### config.mk
export PLATFORM = sky130hd
export DESIGN_NAME = seg_scan_ctrl
export DESIGN_NICKNAME = d
export VERILOG_FILES = /design/src/rtl/seg_pkg.sv /design/src/rtl/decoder_4_7.sv /design/src/rtl/seg_scan_ctrl.sv
export SDC_FILE = /design/constraint.sdc
export NUM_CORES = 1
export LEC_CHECK = 0
export CORE_UTILIZATION = 55
export DETAILED_ROUTE_END_ITERATION = 16
export GPL_TIMING_DRIVEN = 0
export PLACE_DENSITY = 0.79
export REMOVE_ABC_BUFFERS = 1
export SLEW_MARGIN = 20
export SYNTH_ARGS = -nofsm -noshare
export SYNTH_HDL_FRONTEND = slang
export SYNTH_SLANG_ARGS = --single-unit
### constraint.sdc
create_clock -name clk -period 2.75 [get_ports clk]
set_input_delay 0.825 -clock clk [delete_from_list [all_inputs] [get_ports clk]]
set_output_delay 0.825 -clock clk [all_outputs]
set_load 0.01 [all_outputs]
### src/rtl/seg_pkg.sv
// Shared types and constants for the 7-segment scan controller.
package seg_pkg;

  localparam logic [6:0] SEG_BLANK = 7'h7F;

  typedef logic [3:0] digit_t;

  // Ceiling log2 with a minimum of 1 so a counter always has at least one bit.
  function automatic int unsigned clog2(input int unsigned v);
    int unsigned r;
    r = 1;
    for (int unsigned i = 1; i < 32; i++) begin
      if ((64'(1) << i) < 64'(v)) r = i + 1;
    end
    return r;
  endfunction

endpackage

### src/rtl/decoder_4_7.sv
// Hex nibble to active-low 7-segment pattern {a,b,c,d,e,f,g}.
module decoder_4_7
  import seg_pkg::*;
(
  input  digit_t     value,
  output logic [6:0] seg_c
);

  always_comb begin
    seg_c = SEG_BLANK;
    case (value)
      4'h0: seg_c = 7'b0000001;
      4'h1: seg_c = 7'b1001111;
      4'h2: seg_c = 7'b0010010;
      4'h3: seg_c = 7'b0000110;
      4'h4: seg_c = 7'b1001100;
      4'h5: seg_c = 7'b0100100;
      4'h6: seg_c = 7'b0100000;
      4'h7: seg_c = 7'b0001111;
      4'h8: seg_c = 7'b0000000;
      4'h9: seg_c = 7'b0000100;
      4'hA: seg_c = 7'b0001000;
      4'hB: seg_c = 7'b1100000;
      4'hC: seg_c = 7'b0110001;
      4'hD: seg_c = 7'b1000010;
      4'hE: seg_c = 7'b0110000;
      4'hF: seg_c = 7'b0111000;
    endcase
  end

endmodule

### src/rtl/seg_scan_ctrl.sv
// Time-multiplexed N-digit common-anode 7-segment scan controller with
// leading-zero blanking and a one-cycle dead time between digit slots.
module seg_scan_ctrl
  import seg_pkg::*;
#(
  parameter int unsigned N_DIGITS = 8,
  parameter int unsigned TICK_DIV = 100000
) (
  input  logic                clk,
  input  logic                rst_n,
  input  logic                wr_en,
  input  logic [2:0]          wr_addr,
  input  logic [3:0]          wr_data,
  input  logic [N_DIGITS-1:0] digit_en,
  input  logic [N_DIGITS-1:0] dp_in,
  input  logic                lz_blank,
  output logic [N_DIGITS-1:0] an,
  output logic [6:0]          seg,
  output logic                dp
);

  localparam int unsigned IDX_W = clog2(N_DIGITS);
  localparam int unsigned DIV_W = clog2(TICK_DIV);

  logic [DIV_W-1:0] div_cnt;
  logic [IDX_W-1:0] idx;
  digit_t           digits [N_DIGITS];

  logic             tick_c;
  logic             wr_ok_c;
  logic [IDX_W-1:0] msd_c;
  logic             lz_c;
  logic             show_c;
  digit_t           cur_c;
  logic [6:0]       dec_c;

  assign tick_c  = (div_cnt == DIV_W'(TICK_DIV - 1));
  assign wr_ok_c = wr_en && ({1'b0, wr_addr} < 4'(N_DIGITS));
  assign cur_c   = digits[idx];

  // Slot divider and scan index.
  always_ff @(posedge clk or negedge rst_n) begin
    if (!rst_n) begin
      div_cnt <= '0;
      idx     <= '0;
    end else if (tick_c) begin
      div_cnt <= '0;
      idx     <= (idx == IDX_W'(N_DIGITS - 1)) ? '0 : idx + IDX_W'(1);
    end else begin
      div_cnt <= div_cnt + DIV_W'(1);
    end
  end

  // Digit register file.
  always_ff @(posedge clk or negedge rst_n) begin
    if (!rst_n) begin
      for (int i = 0; i < int'(N_DIGITS); i++) digits[i] <= '0;
    end else if (wr_ok_c) begin
      digits[wr_addr[IDX_W-1:0]] <= wr_data;
    end
  end

  // Highest nonzero digit; stays 0 when every digit is zero.
  always_comb begin
    msd_c = '0;
    for (int i = 0; i < int'(N_DIGITS); i++) begin
      if (digits[i] != '0) msd_c = IDX_W'(i);
    end
  end

  // Digit 0 can never exceed msd, so it is never leading-zero blanked.
  assign lz_c   = lz_blank && (idx > msd_c);
  assign show_c = digit_en[idx] && !(lz_c && !dp_in[idx]);

  decoder_4_7 u_dec (
    .value (cur_c),
    .seg_c (dec_c)
  );

  // Output register; the tick cycle is forced dark to avoid ghosting.
  always_ff @(posedge clk or negedge rst_n) begin
    if (!rst_n) begin
      an  <= '1;
      seg <= SEG_BLANK;
      dp  <= 1'b1;
    end else if (!tick_c && show_c) begin
      an  <= ~(N_DIGITS'(1) << idx);
      seg <= lz_c ? SEG_BLANK : dec_c;
      dp  <= ~dp_in[idx];
    end else begin
      an  <= '1;
      seg <= SEG_BLANK;
      dp  <= 1'b1;
    end
  end

endmodule

# Word level (Yosys, flattened, before mapping)

Memories as Yosys holds them, arrays and structs flattened.
Cells that the tools add are included.

Memories: 1
ROM bits: 112
Bits in registers: 68
Bits of input ports: 27

Memories:

| memory           | depth | bits a word | rd ports | clocked after Yosys merged registers in | write ports | RTL line          | RTL |
|---|---|---|---|---|---|---|---|
| (name not given) | 16    | 7           | 1        | 0                                       | 0           | decoder_4_7.sv:11 | `case (value)` |

Multiplexer cells: 23
Shifts and indexed selects: 1
$lt $le $gt $ge: 5
Equality and inequality tests: 2
$add $sub $neg: 2
Bitwise operators: 4
Reductions and logical operators: 15

Operators with widths:

| operator              | number |
|---|---|
| $bwmux 32             | 1 |
| $reduce_bool 4->1     | 7 |
| $mux 3                | 6 |
| $add 17x1->17 const B | 1 |
| $eq 17x17->1 const B  | 1 |
| $mux 17               | 1 |
| $mux 7                | 2 |
| $bmux 4 s3            | 1 |
| $demux 4 s3           | 1 |
| $mux 4                | 3 |
| $ge 4x4->1 const B    | 2 |
| $mux 8                | 1 |
| $not 3->4             | 2 |
| $not 8->8             | 1 |
| $shl 1x3->8 const A   | 1 |
| $bmux 1 s3            | 2 |
| $logic_and 1x1->1     | 5 |
| $lt 3x4->1 const B    | 1 |
| $lt 4x1->1 const B    | 1 |
| $mux 1                | 4 |
| $add 3x1->3 const B   | 1 |
| $eq 3x3->1 const B    | 1 |
| $gt 3x3->1            | 1 |
| $logic_not 1->1       | 3 |
| 2 further kinds       | 2 |

# Depth between registers and ports, before layout

Depth in word-level cells: 15
Mapped depth: 11
Depth with buffers taken out: 11

# By module

Synthesis repeated with hierarchy kept, for this count alone.

Cell total of the unflattened synthesis: 295
Area, all modules: 3597.2 um2

Modules (own cells, without submodules):

| module        | times used | area each (um2) | cells an instance |
|---|---|---|---|
| seg_scan_ctrl | 1          | 3321.9          | 263 |
| decoder_4_7   | 1          | 275.3           | 32 |

# Worst setup path after synthesis

Ideal clock, no wire load.

Path type: reg2reg
From: register idx[0]
To: register seg[0]
Data required time: 2.669 ns
Cell stages (with the launch flop): 10
Path slack: 0.585 ns
Arrival time: 2.084 ns
Clock period less this slack: 2.165 ns
Cell sequence: dfrtp_1 -> buf_6 -> buf_12 -> mux4_2 -> mux2_4 -> clkinv_1 -> ha_1 -> mux2i_1 -> or2_2 -> o211ai_1

Word-level cells in the longest chain between the ends: 8
Elaborated cells between the ends (all ways): 18
Those cells by class: 1 x order compare; 9 x mux; 1 x bitwise; 6 x reduce/logical; 1 x memory

RTL lines:

| what                                                 | RTL line            | RTL |
|---|---|---|
| from (decl)                                          | seg_scan_ctrl.sv:26 | `logic [IDX_W-1:0] idx;` |
| from (signal assigned)                               | seg_scan_ctrl.sv:48 | `idx <= (idx == IDX_W'(N_DIGITS - 1)) ? '0 : idx + IDX_W'(1);` |
| branches (longest 7 deep; another with $mem_v2 16x7) | --                  |  |
| $mux 7 (*)                                           | seg_scan_ctrl.sv:86 | `end else if (!tick_c && show_c) begin` |
| to (signal assigned)                                 | seg_scan_ctrl.sv:88 | `seg <= lz_c ? SEG_BLANK : dec_c;` |
| to (decl)                                            | seg_scan_ctrl.sv:18 | `output logic [6:0] seg,` |

Mark *: on every way between the ends. The select of a mux whose other input is x is not followed.
A chain may end at the register's enable or synchronous reset.

# Worst setup path after layout

From: register idx[0]
To: register seg[3]

Same word-level chain as after synthesis.

==> tab_implementation.tex <==
\begin{tabular}{lr}
\hline
Metric & Value \\
\hline
\multicolumn{2}{l}{\textbf{Timing}} \\
\quad Final Cycle Share & 92.8\% \\
\quad RSZ-0062 raised after global routing & no \\
\quad Max\_slew headroom & 37.4\% \\
\quad Number of pins exceeding their max-slew limit in the final report & 0 \\
\quad TNS Setup & 0 ns \\
\quad Final count of hold timing violations & 0 \\
\quad Post-layout worst setup margin & 0.198 ns \\
\quad Peak Freq & 392 MHz \\
\quad Final critical-path required period & 2.55 ns \\
\quad Slew of the pin with the lowest slew margin & 0.912 ns \\
\quad Maximum clock skew at final layout & 0.0112 ns \\
\quad Number of endpoints failing setup at the final stage & 0 \\
\multicolumn{2}{l}{\textbf{Global route}} \\
\quad Initial antenna violation count & 0 \\
\quad First-pass GRT wire length & 11300 microns \\
\quad Sum of overflow across all layers after global routing & 0 \\
\quad Pin count of the biggest net entering global routing & 36 \\
\quad Overall track demand over capacity in global routing & 23.0\% \\
\quad Via count of the first global-routing pass & 2316 \\
\multicolumn{2}{l}{\textbf{Clock tree}} \\
\quad Clock root buffer & sky130\_fd\_sc\_hd\_\_clkbuf\_8 \\
\quad Source-to-sink clock delay at the later pin of the worst-skew pair & 0.33 ns \\
\quad Clk slew on worst S/H paths & 0.07 ns \\
\quad Setup repair bufs after CTS & 0 \\
\quad Hold-fix buffer count after cts & 0 \\
\quad TritonCTS clock tree & yes \\
\quad Deepest level of the CTS H-tree & 3 \\
\quad Total CTS buffers & 9 \\
\quad \# clock sinks & 68 \\
\quad Number of buffers between clock root and the deepest sink & 2 \\
\multicolumn{2}{l}{\textbf{Setup path}} \\
\quad Critical Path Stages & 5 \\
\quad Largest delay share family, worst path & multiplexers \\
\quad Cell mode on critical path & sky130\_fd\_sc\_hd\_\_mux2i\_1 \\
\quad Worst Path Required & 3.01 ns \\
\quad Type of element launching the critical path & flip-flop \\
\quad Arrival time of data at the critical path endpoint & 2.81 ns \\
\quad Capturing element type of the critical path & flip-flop \\
\quad Cell at the slowest stage of the critical path & sky130\_fd\_sc\_hd\_\_mux2i\_1 \\
\quad Worst Path Max Fanout & 16 \\
\quad Count of cells along the worst register-to-register path & 5 \\
\quad Worst setup path class & flip-flop to flip-flop \\
\quad Crit path buffers/inverters & 0 \\
\quad Peak per-stage delay on the critical path & 0.73 ns \\
\quad Critical-path cell list & mux4\_2 > mux2i\_1 > mux2i\_1 > and2\_0 > o21ai\_1 \\
\multicolumn{2}{l}{\textbf{Logic synthesis}} \\
\quad Library cells used by synthesis & 47 \\
\quad Post-synthesis register bit count & 68 \\
\quad Fraction of the yosys area taken by sequential cells & 49.2\% \\
\quad Most area-consuming cells after synthesis & sky130\_fd\_sc\_hd\_\_dfrtp\_1 37\%, sky130\_fd\_sc\_hd\_\_dfstp\_2 12\%, sky130\_fd\_sc\_hd\_\_mux2\_2 10\% \\
\quad Post-Synthesis Cell Area & 0.00350 sq mm \\
\quad Synthesized area per cell & 12.5 sq um \\
\quad Ys Warns & 0 \\
\quad Largest area contributor in the netlist & sky130\_fd\_sc\_hd\_\_dfrtp\_1 \\
\quad Synth top cells by count & 52 x sky130\_fd\_sc\_hd\_\_dfrtp\_1, 32 x sky130\_fd\_sc\_hd\_\_mux2\_2, 20 x sky130\_fd\_sc\_hd\_\_nand2\_1, 20 x sky130\_fd\_sc\_hd\_\_nor2\_1 \\
\quad Post-synth top flop & sky130\_fd\_sc\_hd\_\_dfrtp\_1 \\
\quad Async set-reset flop share out of synthesis & 100\% \\
\quad Library cell with the highest instance count after synthesis & sky130\_fd\_sc\_hd\_\_dfrtp\_1 \\
\quad Count of flip-flops with a built-in enable after synthesis & 0 \\
\quad Share of the synthesized area in the top cell type & 37.2\% \\
\quad Gate Count Post-Synth & 281 \\
\multicolumn{2}{l}{\textbf{Final layout}} \\
\quad N\_diodes & 0 \\
\quad Area growth from synthesis to layout & 19.2\% \\
\quad Final \#Nets & 371 \\
\quad Fraction of layout cells with a size suffix above 1 & 26.4\% \\
\multicolumn{2}{l}{\textbf{Drt}} \\
\quad Total number of vias & 2336 \\
\quad Detailed-route wire length per cell & 16.3 microns \\
\quad Count of routing violations after the opening detailed-route iteration & 116 \\
\quad Number of nets with antenna violations after routing & 0 \\
\quad Detailed-route vias per instance & 5.73 \\
\quad First drt pass iteration count & 5 \\
\quad Detailed Route WL & 6660 microns \\
\quad Detailed-route DRC error count & 0 \\
\multicolumn{2}{l}{\textbf{Placed design}} \\
\quad Setup Slack @ Placement & -0.0953 ns \\
\quad Post-detail-place hpwl & 4860 microns \\
\quad Final weighted congestion in routability-driven placement & 0.815 \\
\quad Number of port buffers & 42 \\
\multicolumn{2}{l}{\textbf{Hold path}} \\
\quad Min-Delay Path Class & input pin to async pin \\
\multicolumn{2}{l}{\textbf{Floorplanning}} \\
\quad Die ar. & 0.00669 sq mm \\
\quad Die H & 81.8 microns \\
\quad Floorplan core area & 0.00603 sq mm \\
\quad Initial cell density of the core & 58.1\% \\
\quad Site Rows & 28 \\
\quad Chip width & 81.8 microns \\
\quad Top Ports & 43 \\
\multicolumn{2}{l}{\textbf{Outcome}} \\
\quad Status & finished, final reports clean \\
\multicolumn{2}{l}{\textbf{Power and ir drop}} \\
\quad LEAKAGE & 0.00171 uW \\
\quad Peak supply drop & 0.326 mV \\
\quad Power density over cell area & 609 mW/mm\^{}2 \\
\multicolumn{2}{l}{\textbf{Run}} \\
\quad Max-capacitance violation count & 0 \\
\hline
\end{tabular}
## where the power goes
part           internal (uW)  switching, uW  total (uW)
logic                    278            209         487
clock network            469            347         816
registers               1150           91.0        1240
## placed cells by master (no fill, tap or decap), drive strengths merged, types with 2 or more instances in the layout
cell type,n
clkinv,2
inv,7
buf,2
nand4,3
nor2,20
mux2i,6
clkbuf,14
nand2,21
mux2,36
ha,16
o211ai,5
or2,5
nand3,16
nor4bb,2
nor3b,2
a21oi,4
nor4,7
dfstp,16
clkdlybuf4s50,41
o21ai,7
xor2,8
and2,2
dfrtp,52
nand2b,2
xnor2,7
nor2b,2
nor3,4
and3,2
nand4b,3
mux4,12
## cell type report
cell class | count | area [sq um]
fillers | 442 | 1850
flip-flops and latches | 68 | 1720
multi-input cells | 198 | 1690
repair buffers | 43 | 438
clock buffers | 14 | 163
well taps | 75 | 93.8
clock inverters | 2 | 35.0
inverters | 8 | 30.0
## layer usage
layer / part of all wire (%) / vias up / track usage (%) / wire length [microns]
met2: 49 / 62 / 36.3 / 3270
li1: - / 1111 / - / -
met5: 0 / - / 0 / 0
met3: 4.6 / 8 / 4.89 / 305
met1: 45 / 1155 / 31.9 / 3010
met4: 1.2 / 0 / 6.84 / 79
## registers in the layout, indices dropped and copies added, names as in the netlist
name and flops:
digits 32, div_cnt 17, an 8, seg 7, idx 3, dp 1
## stage by stage
stage	total power, uW	std cells	cell area, sq um	hold WS, ns	utilization, %
floorplan	1540	274	3440	0.455	-
global placement	1720	391	3950	0.477	65.6
detailed placement	1740	392	3970	0.491	65.9
CTS	2560	408	4170	0.437	69.2
global route	2680	408	4170	0.442	69.2
finish	2540	408	4170	0.426	69.2
## cells by family (layout without fill, tap and decap cells)
group           Yosys count  count (layout)  share of synthesized area, %
simple gates             93              93                          13.7
fa+ha+maj                16              16                          5.72
xor+xnor                 15              15                          3.75
buf+inv                  15              67                          2.61
flops                    68              68                          49.2
mux                      54              54                          21.2
compound gates           20              20                          3.86
## what timing repair did
item / 4_1_cts / 5_1_grt
setup endpoints to repair: 6 / 7
endpoints found under the hold margin: 0 / 0
gates resized for setup: 1 / 1
## worst paths after layout
kind                                       startpoint                      to  slack [ns]
worst max register to register     idx[0]$_DFFE_PN0N_        seg[3]$_DFF_PN1_        0.20
worst min-delay path                            rst_n  digits[16]$_DFFE_PN0P_        0.43
worst min register to register  div_cnt[14]$_DFF_PN0_   div_cnt[14]$_DFF_PN0_        0.50
max in group asynchronous                       rst_n   div_cnt[15]$_DFF_PN0_        1.79
worst max-delay path               idx[0]$_DFFE_PN0N_        seg[3]$_DFF_PN1_        0.20
min in group clk                div_cnt[14]$_DFF_PN0_   div_cnt[14]$_DFF_PN0_        0.50
Note: power is estimated with default switching activity, not from simulation.
